`src/rtl/uart_rx_deserializer.sv`:
```
// rtl/uart_rx_deserializer.sv - UART-style serial receiver producing parallel words
// Mid-bit sampling FSM; good frames strobe wr_en, bad stop bits strobe frame_err.
module uart_rx_deserializer #(
  parameter int WIDTH        = 8,
  parameter int CLKS_PER_BIT = 16
) (
  input  logic             clk,
  input  logic             rst,
  input  logic             rx,
  output logic [WIDTH-1:0] out,
  output logic             wr_en,
  output logic             frame_err,
  output logic             busy
);

  localparam int CW = $clog2(CLKS_PER_BIT);
  localparam int IW = $clog2(WIDTH + 1);
  localparam logic [CW-1:0] HALF     = CW'(CLKS_PER_BIT / 2 - 1);
  localparam logic [CW-1:0] LAST     = CW'(CLKS_PER_BIT - 1);
  localparam logic [IW-1:0] LAST_BIT = IW'(WIDTH - 1);

  typedef enum logic [2:0] {IDLE, START, DATA, STOP, BRK} state_t;

  state_t           state;
  logic             rx_m;
  logic             rx_s;
  logic [CW-1:0]    cnt;
  logic [IW-1:0]    bit_idx;
  logic [WIDTH-1:0] shreg;
  logic             stop_done;
  logic             stop_ok;

  // Strobes, out and busy trail the FSM by one cycle so busy falls with wr_en.
  always_ff @(posedge clk or posedge rst) begin
    if (rst) begin
      state     <= IDLE;
      rx_m      <= 1'b1;
      rx_s      <= 1'b1;
      cnt       <= '0;
      bit_idx   <= '0;
      shreg     <= '0;
      stop_done <= 1'b0;
      stop_ok   <= 1'b0;
      out       <= '0;
      wr_en     <= 1'b0;
      frame_err <= 1'b0;
      busy      <= 1'b0;
    end else begin
      rx_m      <= rx;
      rx_s      <= rx_m;
      busy      <= (state != IDLE);
      wr_en     <= stop_done & stop_ok;
      frame_err <= stop_done & ~stop_ok;
      if (stop_done && stop_ok) out <= shreg;
      stop_done <= 1'b0;

      case (state)
        IDLE: begin
          cnt <= '0;
          if (!rx_s) state <= START;
        end
        START: begin
          if (cnt == HALF) begin
            cnt     <= '0;
            bit_idx <= '0;
            state   <= rx_s ? IDLE : DATA;
          end else begin
            cnt <= cnt + 1'b1;
          end
        end
        DATA: begin
          if (cnt == LAST) begin
            shreg   <= (shreg >> 1) | (WIDTH'(rx_s) << (WIDTH - 1));
            bit_idx <= bit_idx + 1'b1;
            cnt     <= '0;
            if (bit_idx == LAST_BIT) state <= STOP;
          end else begin
            cnt <= cnt + 1'b1;
          end
        end
        STOP: begin
          if (cnt == LAST) begin
            stop_done <= 1'b1;
            stop_ok   <= rx_s;
            cnt       <= '0;
            state     <= rx_s ? IDLE : BRK;
          end else begin
            cnt <= cnt + 1'b1;
          end
        end
        BRK: begin
          cnt <= '0;
          if (rx_s) state <= IDLE;
        end
        default: state <= IDLE;
      endcase
    end
  end

endmodule
```
`config.mk`:
```
export PLATFORM = sky130hd
export DESIGN_NAME = uart_rx_deserializer
export DESIGN_NICKNAME = d
export VERILOG_FILES = /design/src/rtl/uart_rx_deserializer.sv
export SDC_FILE = /design/constraint.sdc
export NUM_CORES = 1
export LEC_CHECK = 0
export ABC_CLOCK_PERIOD_IN_PS = 1900
export BUFFER_PORTS_ARGS = -buffer_cell sky130_fd_sc_hd__buf_2
export CORE_ASPECT_RATIO = 1.4
export CORE_MARGIN = 2
export CORE_UTILIZATION = 45
export CTS_BUF_LIST = sky130_fd_sc_hd__clkbuf_4 sky130_fd_sc_hd__clkbuf_8 sky130_fd_sc_hd__clkbuf_16
export CTS_CLUSTER_DIAMETER = 30
export DETAILED_ROUTE_END_ITERATION = 16
export GPL_TIMING_DRIVEN = 1
export HOLD_SLACK_MARGIN = 0.06
export PLACE_DENSITY = 0.67
export SETUP_SLACK_MARGIN = 0.05
export SLEW_MARGIN = 25
export SYNTH_ARGS = -nofsm -noshare
export SYNTH_HDL_FRONTEND = slang
export SYNTH_SLANG_ARGS = --single-unit
```
`constraint.sdc`:
```
create_clock -name clk -period 1.9 [get_ports clk]
set_clock_uncertainty 0.15 [all_clocks]
set_input_delay 0.285 -clock clk [delete_from_list [all_inputs] [get_ports clk]]
set_output_delay 0.285 -clock clk [all_outputs]
set_load 0.005 [all_outputs]
```
==> results.md, run 1 <==
Route:
- The met3 wire length is 107 µm.
- The met2 layer wire length in the routed design is 1.38 mm.
- After the first detailed-routing iteration, the DRC count stood at 18.
- The final route contains 1002 vias.
- For this run, design rule violations remaining after detail routing come to 0.
- The routed design has 2.63 mm of wire.
- The highest metal layer carrying signal wires in the routed design is met4.
- The pre-antenna-repair detailed-routing pass consisted of 4 iterations.
- The average via count per standard cell is 5.33.
- Dividing the detail-routed wire length by the instance count gives 14.0 µm.
- The detailed router put a total of 1.07 mm of wire on met1.
- Once detail routing completed, the nets flagged for antenna violations numbered 0.

Global routing:
- The first global-routing pass estimated 4.23 mm of wire.
- The number of global-route vias before repair is 1011.
- The total global routing track utilization is 15.4%.
- Summed over all layers, the global routing overflow is 0.
- The pin count of the biggest net entering global routing is 35.
- The initial antenna violation count is 0.

Place:
- Port buffering added 13 buffers.
- Routability-driven placement finished with a final weighted congestion of 0.807.
- The post-DP HPWL is 1.73 mm.

Floorplanning:
- The starting utilization of the core area is 47.2%.
- The width of the die is 52.4 µm.
- The chip height is 71.7 µm.
- The total area inside the core boundary comes to 3120 µm².
- The top-level I/O count is 14.
- The floorplan step defined a die boundary enclosing 3760 µm².
- The floorplan has 24 rows.

Synthesis:
- The average instance area after synthesis is 12.3 µm².
- The total number of yosys warnings is 0.
- The flip-flop cell with the highest count after synthesis is sky130_fd_sc_hd__dfrtp_1.
- The cell count after synthesis is 120.
- The post-synthesis async set-or-reset flop share is 100%.
- Synthesis instantiated 36 different standard cells from the library.
- Counting flops and latches in the post-synthesis netlist gives 34.
- Sequential elements use 57.8% of the synthesized area.
- Synthesis produced a netlist with a net count of 125.
- The netlist area before placement is 1480 µm².
- Counting flops with a built-in enable in the synthesized netlist gives 0.

Run:
- The number of max-cap violations is 0.

Final layout:
- The area of all sequential standard cells is 855 µm².
- After the last flow step, the layout net total stands at 153.
- The number of diodes added for antenna fixing is 0.
- In the final layout, the multi-input gates occupy 606 µm².
- Compared with the post-synthesis result, the final layout area differs by 21.1%.
- The share of post-route cells with drive strength above 1 is 38.9%.
- The count of fill cells added during filler insertion is 274.

Clock tree:
- The maximum buffer depth of the clock tree is 2.
- After clock tree synthesis, the clock-pin slew on the worst setup and hold paths is 70 ps.
- TritonCTS built the clock tree.
- The maximum level of the CTS H-tree is 2.
- The buffer type at the clock tree root is sky130_fd_sc_hd__clkbuf_8.
- The TritonCTS sink count is 34.
- The later pin in the worst-skew pair is clocked with a latency of 290 ps.
- The CTS buffer count is 5.

Power and ir drop:
- The net switching fraction of the power is 31.0%.
- Power spread over the standard cell area amounts to 1150 nW/µm².
- The internal portion of the total power is 1420 µW.
- The standby leakage power is 0.000896 µW.
- The combinational share of power is 26.7%.
- IR analysis of the VDD net gives a maximum drop of 0.791 mV.
- The clock share of power is 26.9%.
- The share of total power in sequential cells is 46.4%.
- For this design the total switching power over the nets is 638 µW.

Setup path:
- The worst register-to-register path has a setup slack of 70 ps.
- The length in cells of the worst reg-to-reg path is 6.
- At the worst endpoint, the arrival time is 1850 ps.
- The worst setup path is captured at a flip-flop.
- STA classifies the critical path startpoint as a flip-flop.
- The startpoint of the most critical register-to-register path is cnt[1].
- The critical-path cell with the highest stage delay is sky130_fd_sc_hd__dfrtp_1.
- The worst path required time is 1920 ps.
- The reg-to-reg critical path endpoint is shreg[2].
- The worst setup path is of the reg -> reg kind.
- In this design, the stage delay of the slowest critical-path cell is 400 ps.
- The largest driver fanout on the critical path is 5.
- Walking the worst path, the cells encountered are ha_4 > nor2b_4 > nand4_1 > buf_4 > nor2_4 > mux2_2.

Timing:
- The highest attainable clock frequency is 545 MHz.
- At the pin with the least slew margin, the transition time is 409 ps.
- Headroom to the max-slew limit came out at 72.8%.
- The hold violation count in the final report was 0.
- Setup repair after global routing could not meet its margin everywhere.
- The number of setup violations in the final report is 0.
- The smallest hold slack is 212 ps.
- The number of pins with negative max-slew slack in the final report is 0.
- The share of the cycle needed by the critical path after routing is 96.5%.
- The final critical delay including setup and external delays is 1830 ps.
- After routing, the total negative slack on setup checks comes to 0 ps.

Worst hold path:
- The path class of the tightest hold or removal check is reg -> reg.
- For hold timing, the worst endpoint is rx_s.
- The worst hold path was traced through 0 stages.
- The startpoint of the worst hold path is rx_m.

Status:
- The flow ran to the end, and the final reports show no timing, DRC or antenna violations.
[stage by stage]
| stage | worst slack, ps | cell area (µm²) | total power [µW] | std cells | utilization (%) |
|---|---|---|---|---|---|
| after floorplan | 132 | 1480 | 1320 | 120 | - |
| after global placement | 68.8 | 1610 | 1420 | 174 | 51.6 |
| after detailed placement | 24.6 | 1610 | 1440 | 174 | 51.6 |
| after CTS | 45.3 | 1760 | 2010 | 187 | 56.3 |
| after global routing | -4.54 | 1790 | 2170 | 188 | 57.2 |
| final | 66.3 | 1790 | 2060 | 188 | 57.2 |
[timing repair]
| action | 4_1_cts | 5_1_grt |
|---|---|---|
| cloned | 1 | 0 |
| gates resized for setup | 2 | 5 |
| setup buffers | 2 | 1 |
| endpoints found under the setup margin | 9 | 10 |
| pin swaps | 0 | 1 |
| hold buffers | 2 | 0 |
| hold endpoints to repair | 33 | 0 |
[power groups by stage]
stage / Sequential, µW / Clock [µW] / Combinational, µW
after floorplan: 907 / 0 / 416
after global placement: 950 / 0 / 470
after detailed placement: 954 / 0 / 485
after CTS: 940 / 564 / 506
after global routing: 971 / 584 / 611
final: 954 / 553 / 549
[kinds of logic after synthesis]
family,synth area share (%)
DFF,57.8
xor gates and xnor gates,1.19
adders and majority gates,1.70
and+or+nand+nor,13.4
buffers and inverters,3.48
AOI/OAI and AO/OA,8.65
muxes,13.7
[worst max-delay path by stage]
stage          slack, ps  cells past startpoint       end  startpoint
2_1_floorplan        130                      5   stop_ok      cnt[0]
3_3_place_gp          70                      5  shreg[5]      cnt[1]
3_5_place_dp          20                      5  shreg[3]      cnt[1]
4_1_cts               50                      6  shreg[3]      cnt[1]
5_1_grt               -5                      6  shreg[6]      cnt[1]
6_report              70                      6  shreg[2]      cnt[1]
[placed cells by master (no fill, tap or decap), types with 4 or more instances in the layout]
cell type	instances
sky130_fd_sc_hd__clkbuf_8	6
sky130_fd_sc_hd__dfrtp_1	31
sky130_fd_sc_hd__a21oi_1	5
sky130_fd_sc_hd__inv_1	5
sky130_fd_sc_hd__nand3_1	6
sky130_fd_sc_hd__nor2_1	5
sky130_fd_sc_hd__o21ai_0	4
sky130_fd_sc_hd__nand2_1	11
sky130_fd_sc_hd__buf_2	13
sky130_fd_sc_hd__mux2_2	16
sky130_fd_sc_hd__buf_4	10
[routing by layer]
layer  vias up  global-route usage, %
li1        473                      -
met1       494                   16.6
met2        25                   25.8
met3        10                   3.96
met4         0                   10.3
met5         -                      0
[worst max-delay path: cells and delay by family, from the launching register on]
| family | cells | cell delay [ps] |
|---|---|---|
| fa+ha+maj | 1 | 160 |
| simple gates | 3 | 480 |
| flops | 1 | 400 |
| buf+inv | 1 | 180 |
| mux | 1 | 350 |
[state kept, by name (all words and copies together) (netlist names)]
| register | count |
|---|---|
| bit_idx | 4 |
| busy | 1 |
| cnt | 4 |
| frame_err | 1 |
| out | 8 |
| rx_m | 1 |
| rx_s | 1 |
| shreg | 8 |
| state | 3 |
| stop_done | 1 |
| stop_ok | 1 |
| wr_en | 1 |
[layout make-up]
cell class	instances	share of cell area, %
flip-flops and latches	34	47.8
multi-input cells	76	33.9
repair buffers	25	8.96
clock buffers	7	5.04
well taps	39	2.73
inverters	6	1.26
clock inverters	1	0.280
[Yosys cell counts (2+ instances only)]
cell type | number | share of area [%]
sky130_fd_sc_hd__dfrtp_1 | 32 | 54
sky130_fd_sc_hd__mux2_2 | 17 | 13
sky130_fd_sc_hd__nand2_1 | 11 | 2.8
sky130_fd_sc_hd__nand3_1 | 6 | 2.0
sky130_fd_sc_hd__a21oi_1 | 5 | 1.7
sky130_fd_sc_hd__inv_1 | 5 | 1.3
sky130_fd_sc_hd__nor2_1 | 5 | 1.3
sky130_fd_sc_hd__o21ai_0 | 4 | 1.4
sky130_fd_sc_hd__a31oi_1 | 2 | 0.85
sky130_fd_sc_hd__buf_2 | 2 | 0.68
sky130_fd_sc_hd__buf_4 | 2 | 1.0
sky130_fd_sc_hd__dfstp_2 | 2 | 3.6
sky130_fd_sc_hd__ha_1 | 2 | 1.7
sky130_fd_sc_hd__nor2b_1 | 2 | 0.85
sky130_fd_sc_hd__xnor2_1 | 2 | 1.2
(Power assumes the default switching activity.)
==> run 2, diff against run 1 <==
--- a/config.mk
+++ b/config.mk
@@ -10,12 +10,12 @@
 export CORE_ASPECT_RATIO = 1.4
 export CORE_MARGIN = 2
 export CORE_UTILIZATION = 45
-export CTS_BUF_LIST = sky130_fd_sc_hd__clkbuf_4 sky130_fd_sc_hd__clkbuf_8 sky130_fd_sc_hd__clkbuf_16
 export CTS_CLUSTER_DIAMETER = 30
 export DETAILED_ROUTE_END_ITERATION = 16
 export GPL_TIMING_DRIVEN = 1
 export HOLD_SLACK_MARGIN = 0.06
 export PLACE_DENSITY = 0.67
+export REMOVE_ABC_BUFFERS = 1
 export SETUP_SLACK_MARGIN = 0.05
 export SLEW_MARGIN = 25
 export SYNTH_ARGS = -nofsm -noshare
==> run 2 against run 1 <==
Compared with the run above:
- global-route usage up 1.3 points
- non-clock buffer count up 2
- die area unchanged
- fmax rose by 2.6%
- setup slack better by 47 ps
- clock power up 9.0%
- sequential power decreased by 1%
- flip-flop and latch count stayed put
- total power grew 4.0%
- clock-buffer cell count increased by 1
- wire length fell by 0.27%
- critical endpoint is now stop_ok
- largest power group unchanged
- highest routed layer unchanged
==> results.md, run 2 (same netlist as run 1, synthesis figures left out) <==
Final layout:
- The repair_antennas step left the layout with diodes totalling 0.
- In the final layout, flip-flops and latches occupy 853 µm².
- The largest registers in the layout are out: 8 flops, shreg: 8 flops.
- The area added between synthesis and finish is 23.2%.
- The number of nets at the end of the flow is 155.
- The leading cell type in the layout, fill and taps excluded is sky130_fd_sc_hd__dfrtp_1.
- Leaving out filler cells and counting taps, the final layout contains 190.
- The count of fill cells added during filler insertion is 268.
- In the layout the commonest cells are sky130_fd_sc_hd__dfrtp_1 (32), sky130_fd_sc_hd__mux2_2 (17), sky130_fd_sc_hd__buf_2 (13).
- In the final layout, the multi-input gates occupy 604 µm².
- Of the cells placed in the final design, the portion with a size suffix greater than 1 is 39.7%.
- Summing all non-filler instances in the final layout gives an area of 1820 µm².

Place:
- The number of buffers added on ports is 13.
- The post-DP HPWL is 1.79 mm.
- The placer congestion estimate is 0.884.
- After detailed placement, the total cell area comes to 1610 µm².
- The number of placed instances, taps included, is 174.

Floorplanning:
- The chip height is 71.7 µm.
- The starting utilization of the core area is 47.2%.
- The top-level I/O count is 14.
- The total number of placement rows is 24.
- The core region is 3120 µm².
- In this run the horizontal extent of the chip is 52.4 µm.
- The floorplan step defined a die boundary enclosing 3760 µm².

Setup path:
- The launching instance or port of the critical path is cnt[1].
- The largest single stage delay on the critical path is 390 ps.
- STA puts the critical path data required time at 1910 ps.
- The critical path goes through ha_4 > nor2b_4 > nand4_1 > buf_6 > or2_4 > mux2_1.
- The critical-path cell with the highest stage delay is sky130_fd_sc_hd__dfrtp_1.
- The largest driver fanout on the critical path is 4.
- The length in cells of the worst reg-to-reg path is 6.
- The kind of end point of the critical path is a flip-flop.
- The reg-to-reg setup timing slack is 110 ps.
- At the worst endpoint, the arrival time is 1800 ps.
- The worst setup path is launched from a flip-flop.
- The critical path start-end classification is reg -> reg.
- The startpoint identified for the worst register-to-register timing path is cnt[1].

Route:
- In the final routed layout, each cell accounts on average for 13.8 µm.
- The average via count per standard cell is 5.25.
- The total iterations of the first detailed-routing run is 4.
- The first routing iteration left 6 violations.
- In the routed design, unresolved DRC markers number 0.
- The final routed wirelength across all metal layers is 2.63 mm.
- The detailed router placed 998 vias in this run.
- The count of antenna-violating nets left after detailed routing is 0.

Timing:
- Of the available clock period, the critical path in the final layout requires 94.0%.
- The highest attainable clock frequency is 560 MHz.
- Setup repair after global routing left no endpoint under its margin.
- The total negative slack for setup checks is 0 ps.
- The transition time at the pin with the least slew margin is 414 ps.
- The smallest hold slack is 209 ps.
- The worst pin sits at a relative slew slack of 72.4%.
- The number of setup violations in the final report is 0.
- The number of pins with negative max-slew slack in the final report is 0.
- The worst path needs 1790 ps of the cycle, external delays included.
- The hold violation count in the final report came to 0.

Clock tree:
- The clock input transition at the sequential cells of the worst setup and hold paths is 70 ps.
- The clock passes through at most 2 buffers.
- The maximum level of the CTS H-tree is 2.
- In this run, CTS created clock tree buffers numbering 5.
- CTS placed an instance of sky130_fd_sc_hd__clkbuf_8 at the clock tree root.
- The later pin in the worst-skew pair is clocked with a latency of 280 ps.
- The TritonCTS sink count is 34.
- The CTS tree is yes.

Global routing:
- The initial antenna violation count came to 0.
- The global-route wire length before repair is 4.57 mm.
- The total overflow left after global routing is 0.
- For this run, the total global-route usage over all layers was measured as 16.7%.
- Entering global routing, the biggest net connects 35 pins.
- The number of global-route vias before repair is 1038.

Power and ir drop:
- The standby leakage power is 0.000915 µW.
- The combinational share of power is 27.8%.
- The power density over the cells is 1180 nW/µm².
- The worst-case IR drop observed on VDD is 0.779 mV.
- Net switching is 29.8% of the power.
- The share of total power in sequential cells is 44.0%.
- The internal power is 1500 µW.
- The total power is 2140 µW.
- The clock network burns 28.2% of the power.
- The analysis attributes to net switching a power of 637 µW.

Status:
- The flow ran to the end, and the final reports show no timing, DRC or antenna violations.

Worst hold path:
- In this run the most critical hold path is launched from rx_m.
- The depth of the worst hold-timing path is 0.
- The tightest min-delay check is of the reg -> reg type.

Run:
- The number of max-cap violations is 0.
==> run 2: critical path, delay by kind of cell (launching register included) <==
family	cells	cell delay [ps]
simple gates	3	500
mux	1	310
flops	1	390
buf+inv	1	160
fa+ha+maj	1	160
==> run 2: final cells by class <==
cell class / instances / area share (%)
clock buffers: 8 / 6.06
inverters: 6 / 1.24
multi-input cells: 76 / 33.2
flip-flops and latches: 34 / 46.9
well taps: 39 / 2.68
repair buffers: 27 / 9.84
==> run 2: worst paths after layout <==
path | to
setup / recovery | stop_ok
hold / removal | rx_s
setup reg to reg | stop_ok
hold reg to reg | rx_s
max in group asynchronous | rx_s
min in group asynchronous | bit_idx[3]
==> run 2: metal layers <==
metal / track usage [%] / up-vias / wire (µm) / part of all wire [%]
li1: - / 476 / - / -
met5: 0 / - / 0 / 0
met3: 3.96 / 7 / 87 / 3.3
met2: 28.1 / 19 / 1410 / 54
met4: 9.69 / 0 / 62 / 2.4
met1: 18.8 / 496 / 1070 / 41
==> run 2: what timing repair did <==
action / CTS / global route
endpoints found under the hold margin: 33 / 0
setup endpoints to repair: 9 / 10
pin swaps: 3 / 1
hold buffers: 2 / 0
setup buffers: 3 / 2
cloned: 1 / 0
resized for setup: 3 / 4
==> run 2: power by group through the flow <==
stage / combinational [µW] / sequential, µW / clock, µW
finish: 594 / 941 / 603
CTS: 560 / 929 / 618
floorplan: 318 / 966 / 0
global route: 668 / 958 / 647
detailed placement: 516 / 944 / 0
global placement: 502 / 938 / 0
==> run 2: metrics by stage <==
| step | setup WS (ps) | utilization, % |
|---|---|---|
| finish | 113 | 58.2 |
| floorplan | 124 | - |
| detailed placement | -7.53 | 51.6 |
| global route | 27.6 | 58.2 |
| CTS | 64.2 | 57.1 |
| global placement | 49.7 | 51.6 |
==> run 3, diff against run 2 <==
--- a/config.mk
+++ b/config.mk
@@ -7,8 +7,9 @@
 export LEC_CHECK = 0
 export ABC_CLOCK_PERIOD_IN_PS = 1900
 export BUFFER_PORTS_ARGS = -buffer_cell sky130_fd_sc_hd__buf_2
+export CAP_MARGIN = 20
 export CORE_ASPECT_RATIO = 1.4
-export CORE_MARGIN = 2
+export CORE_MARGIN = 10
 export CORE_UTILIZATION = 45
 export CTS_CLUSTER_DIAMETER = 30
 export DETAILED_ROUTE_END_ITERATION = 16
==> run 3 against run 2 <==
Compared with the run above:
- flip-flop and latch count unchanged
- fmax up 0.99%
- sequential power up 2.7%
- critical path depth unchanged
- clock power down 11%
- global-route usage down 5.8 points
- cell count down 1.1%
- setup slack better by 17 ps
- cell area down 2.2%
- critical endpoint is now shreg[5]
- largest power group unchanged
- highest routed layer unchanged
==> results.md, run 3 (same netlist as run 1, synthesis figures left out) <==
Setup path:
- The largest driver fanout on the critical path is 5.
- The critical path start-end classification is reg -> reg.
- Data on the critical path arrives at its endpoint at 1780 ps.
- At the worst endpoint, the required time is 1910 ps.
- The worst setup path is launched from a flip-flop.
- STA classifies the critical path endpoint as a flip-flop.

Clock tree:
- The CTS tree is yes.
- The clock network latency to the later pin of the worst-skew pair is 280 ps.
- The buffer type at the clock tree root is sky130_fd_sc_hd__clkbuf_8.
- The clock input transition at the sequential cells of the worst setup and hold paths is 70 ps.
- The maximum buffer depth of the clock tree is 2.
- Counting every sink on the clock net gives 34.
- The CTS buffer count is 5.
- The H-tree was split into 2 levels.

Route:
- After detailed routing, the average wire length per cell comes to 15.0 µm.
- The total iterations of the first detailed-routing run is 4.
- The detail route stage leaves a number of antenna-violating nets equal to 0.
- Using the TritonRoute via totals, the vias-per-cell ratio works out to 5.43.
- The number of vias in the routed layout is 1020.
- The final routed wirelength across all metal layers is 2.83 mm.
- In the routed design, unresolved DRC markers number 0.
- The first routing iteration left 15 violations.

Timing:
- In the finished design, the share of the clock period the worst path needs comes to 93.1%.
- After routing, the total negative slack on setup checks comes to 0 ps.
- The hold violation count in the final report is 0.
- The worst path needs 1770 ps of the cycle, external delays included.
- Setup slack closes at 131 ps.
- The number of setup violations in the final report is 0.
- The number of pins with negative max-slew slack in the final report is 0.
- Based on the critical path, the design can be clocked at up to 565 MHz.
- Setup repair after global routing could not meet its margin everywhere.
- The relative max-transition margin is 72.4%.
- The smallest hold slack is 213 ps.
- The transition time at the pin with the least slew margin is 413 ps.

Floorplanning:
- In this run the count of I/O pins placed on the die edge is 14.
- The initial utilization of the core area, before any placement, comes to 47.2%.
- The floorplan step set the die width to 68.4 µm.
- The die outline area is 6000 µm².
- The floorplan step set the die height to 87.7 µm.
- The area of the placeable core is 3120 µm².
- The total number of placement rows is 24.

Final layout:
- For this run, the post-layout net count is 153.
- The largest registers in the layout are out: 8 flops, shreg: 8 flops.
- From synthesis to final layout, the design area changed by 20.5%.
- The top cell types in the final layout, fill and taps aside, are sky130_fd_sc_hd__dfrtp_1 (31), sky130_fd_sc_hd__mux2_2 (17), sky130_fd_sc_hd__buf_2 (13).
- The library cell used most frequently in the layout, excluding fill and tap cells, is sky130_fd_sc_hd__dfrtp_1.
- Fill cells in the final layout number 269.
- The repair_antennas step left the layout with diodes totalling 0.
- The share of post-route cells with drive strength above 1 is 37.6%.

Place:
- The count of buffers added on input and output ports is 13.
- The placer congestion estimate is 0.860.
- The post-DP HPWL is 1.99 mm.
- Timing analysis after detailed placement gives a worst setup slack of -12.1 ps.

Global routing:
- The initial antenna violation count is 0.
- The number of global-route vias before repair was 1132.
- The first global-routing pass estimated 4.99 mm of wire.
- The total global routing track utilization is 10.9%.
- Summed over all layers, the global routing overflow is 0.
- Entering global routing, the biggest net connects 35 pins.

Power and ir drop:
- Of the total power, the clock network draws 26.0%.
- The share of total power in sequential cells is 46.8%.
- The net switching fraction of the power is 31.0%.
- For this design the total switching power over the nets is 640 µW.
- Combinational logic is responsible for 27.3% of the overall power.
- In this run the power density over the cells is 1160 nW/µm².
- Summed over all cells, the static leakage comes to 0.000896 µW.
- The worst IR drop on VDD is 0.804 mV.
- Cell internal power was estimated by the tool at 1420 µW.

Worst hold path:
- The path category of the worst min-delay check is reg -> reg.

Run:
- Max-cap violations in this run came to 0.

Status:
- The flow ran to the end, and the final reports show no timing, DRC or antenna violations.
## run 3: changes by cell type in the layout (fill, tap and decap cells not counted), sizes merged
cell | previous run | this run
buf | 25 | 24
nor2 | 7 | 6
## run 3: worst paths after layout
path,startpoint,end,slack [ps],cells past startpoint
setup / recovery,cnt[1],shreg[5],130,6
hold / removal,rx_m,rx_s,210,0
setup reg to reg,cnt[1],shreg[5],130,6
hold reg to reg,rx_m,rx_s,210,0
max in group asynchronous,rst,rx_m,790,4
min in group asynchronous,rst,shreg[7],480,4
## run 3: timing repair
action                                  in CTS  in global routing
hold buffers                                 2                  0
setup buffers                                4                  1
endpoints found under the setup margin       9                 11
pin swaps                                    1                  2
gates resized for setup                      2                  5
hold endpoints to repair                    33                  0
## run 3: critical path, cell delays in order, from the launching register on
cell and delay, ps:
sky130_fd_sc_hd__dfrtp_1 400, sky130_fd_sc_hd__ha_4 170, sky130_fd_sc_hd__nor2b_4 150, sky130_fd_sc_hd__nand4_1 170
sky130_fd_sc_hd__nor2_4 140, sky130_fd_sc_hd__buf_6 130, sky130_fd_sc_hd__mux2_2 340
## run 3: layout make-up
class / instances / area [µm²] / share of cell area (%)
inverter: 6 / 22.5 / 1.27
timing repair buffer: 26 / 171 / 9.64
clock buffer: 8 / 90.1 / 5.07
multi-input combinational: 75 / 591 / 33.2
sequential: 34 / 855 / 48.1
tap: 39 / 48.8 / 2.74
## run 3: per-stage QoR
stage	total power, µW	util, %	cell area [µm²]	std cells
final	2060	56.9	1780	188
after global routing	2210	56.9	1780	188
after CTS	2020	56.0	1750	187
after detailed placement	1450	51.4	1610	173
after global placement	1420	51.4	1610	173
after floorplan	1280	-	1450	115
## run 3: power groups by stage
stage / registers, µW / logic (µW) / clock network (µW)
floorplan: 966 / 318 / 0
global placement: 957 / 467 / 0
detailed placement: 966 / 488 / 0
CTS: 950 / 518 / 551
global route: 980 / 630 / 599
finish: 966 / 563 / 536
## run 3: layer usage
layer  vias to the layer above  track usage [%]  routed length, µm
li1                        470                -                  -
met1                       520             10.8               1100
met2                        21             18.6               1530
met3                         9             3.84                120
met4                         0             6.61                 77
met5                         -                0                  0
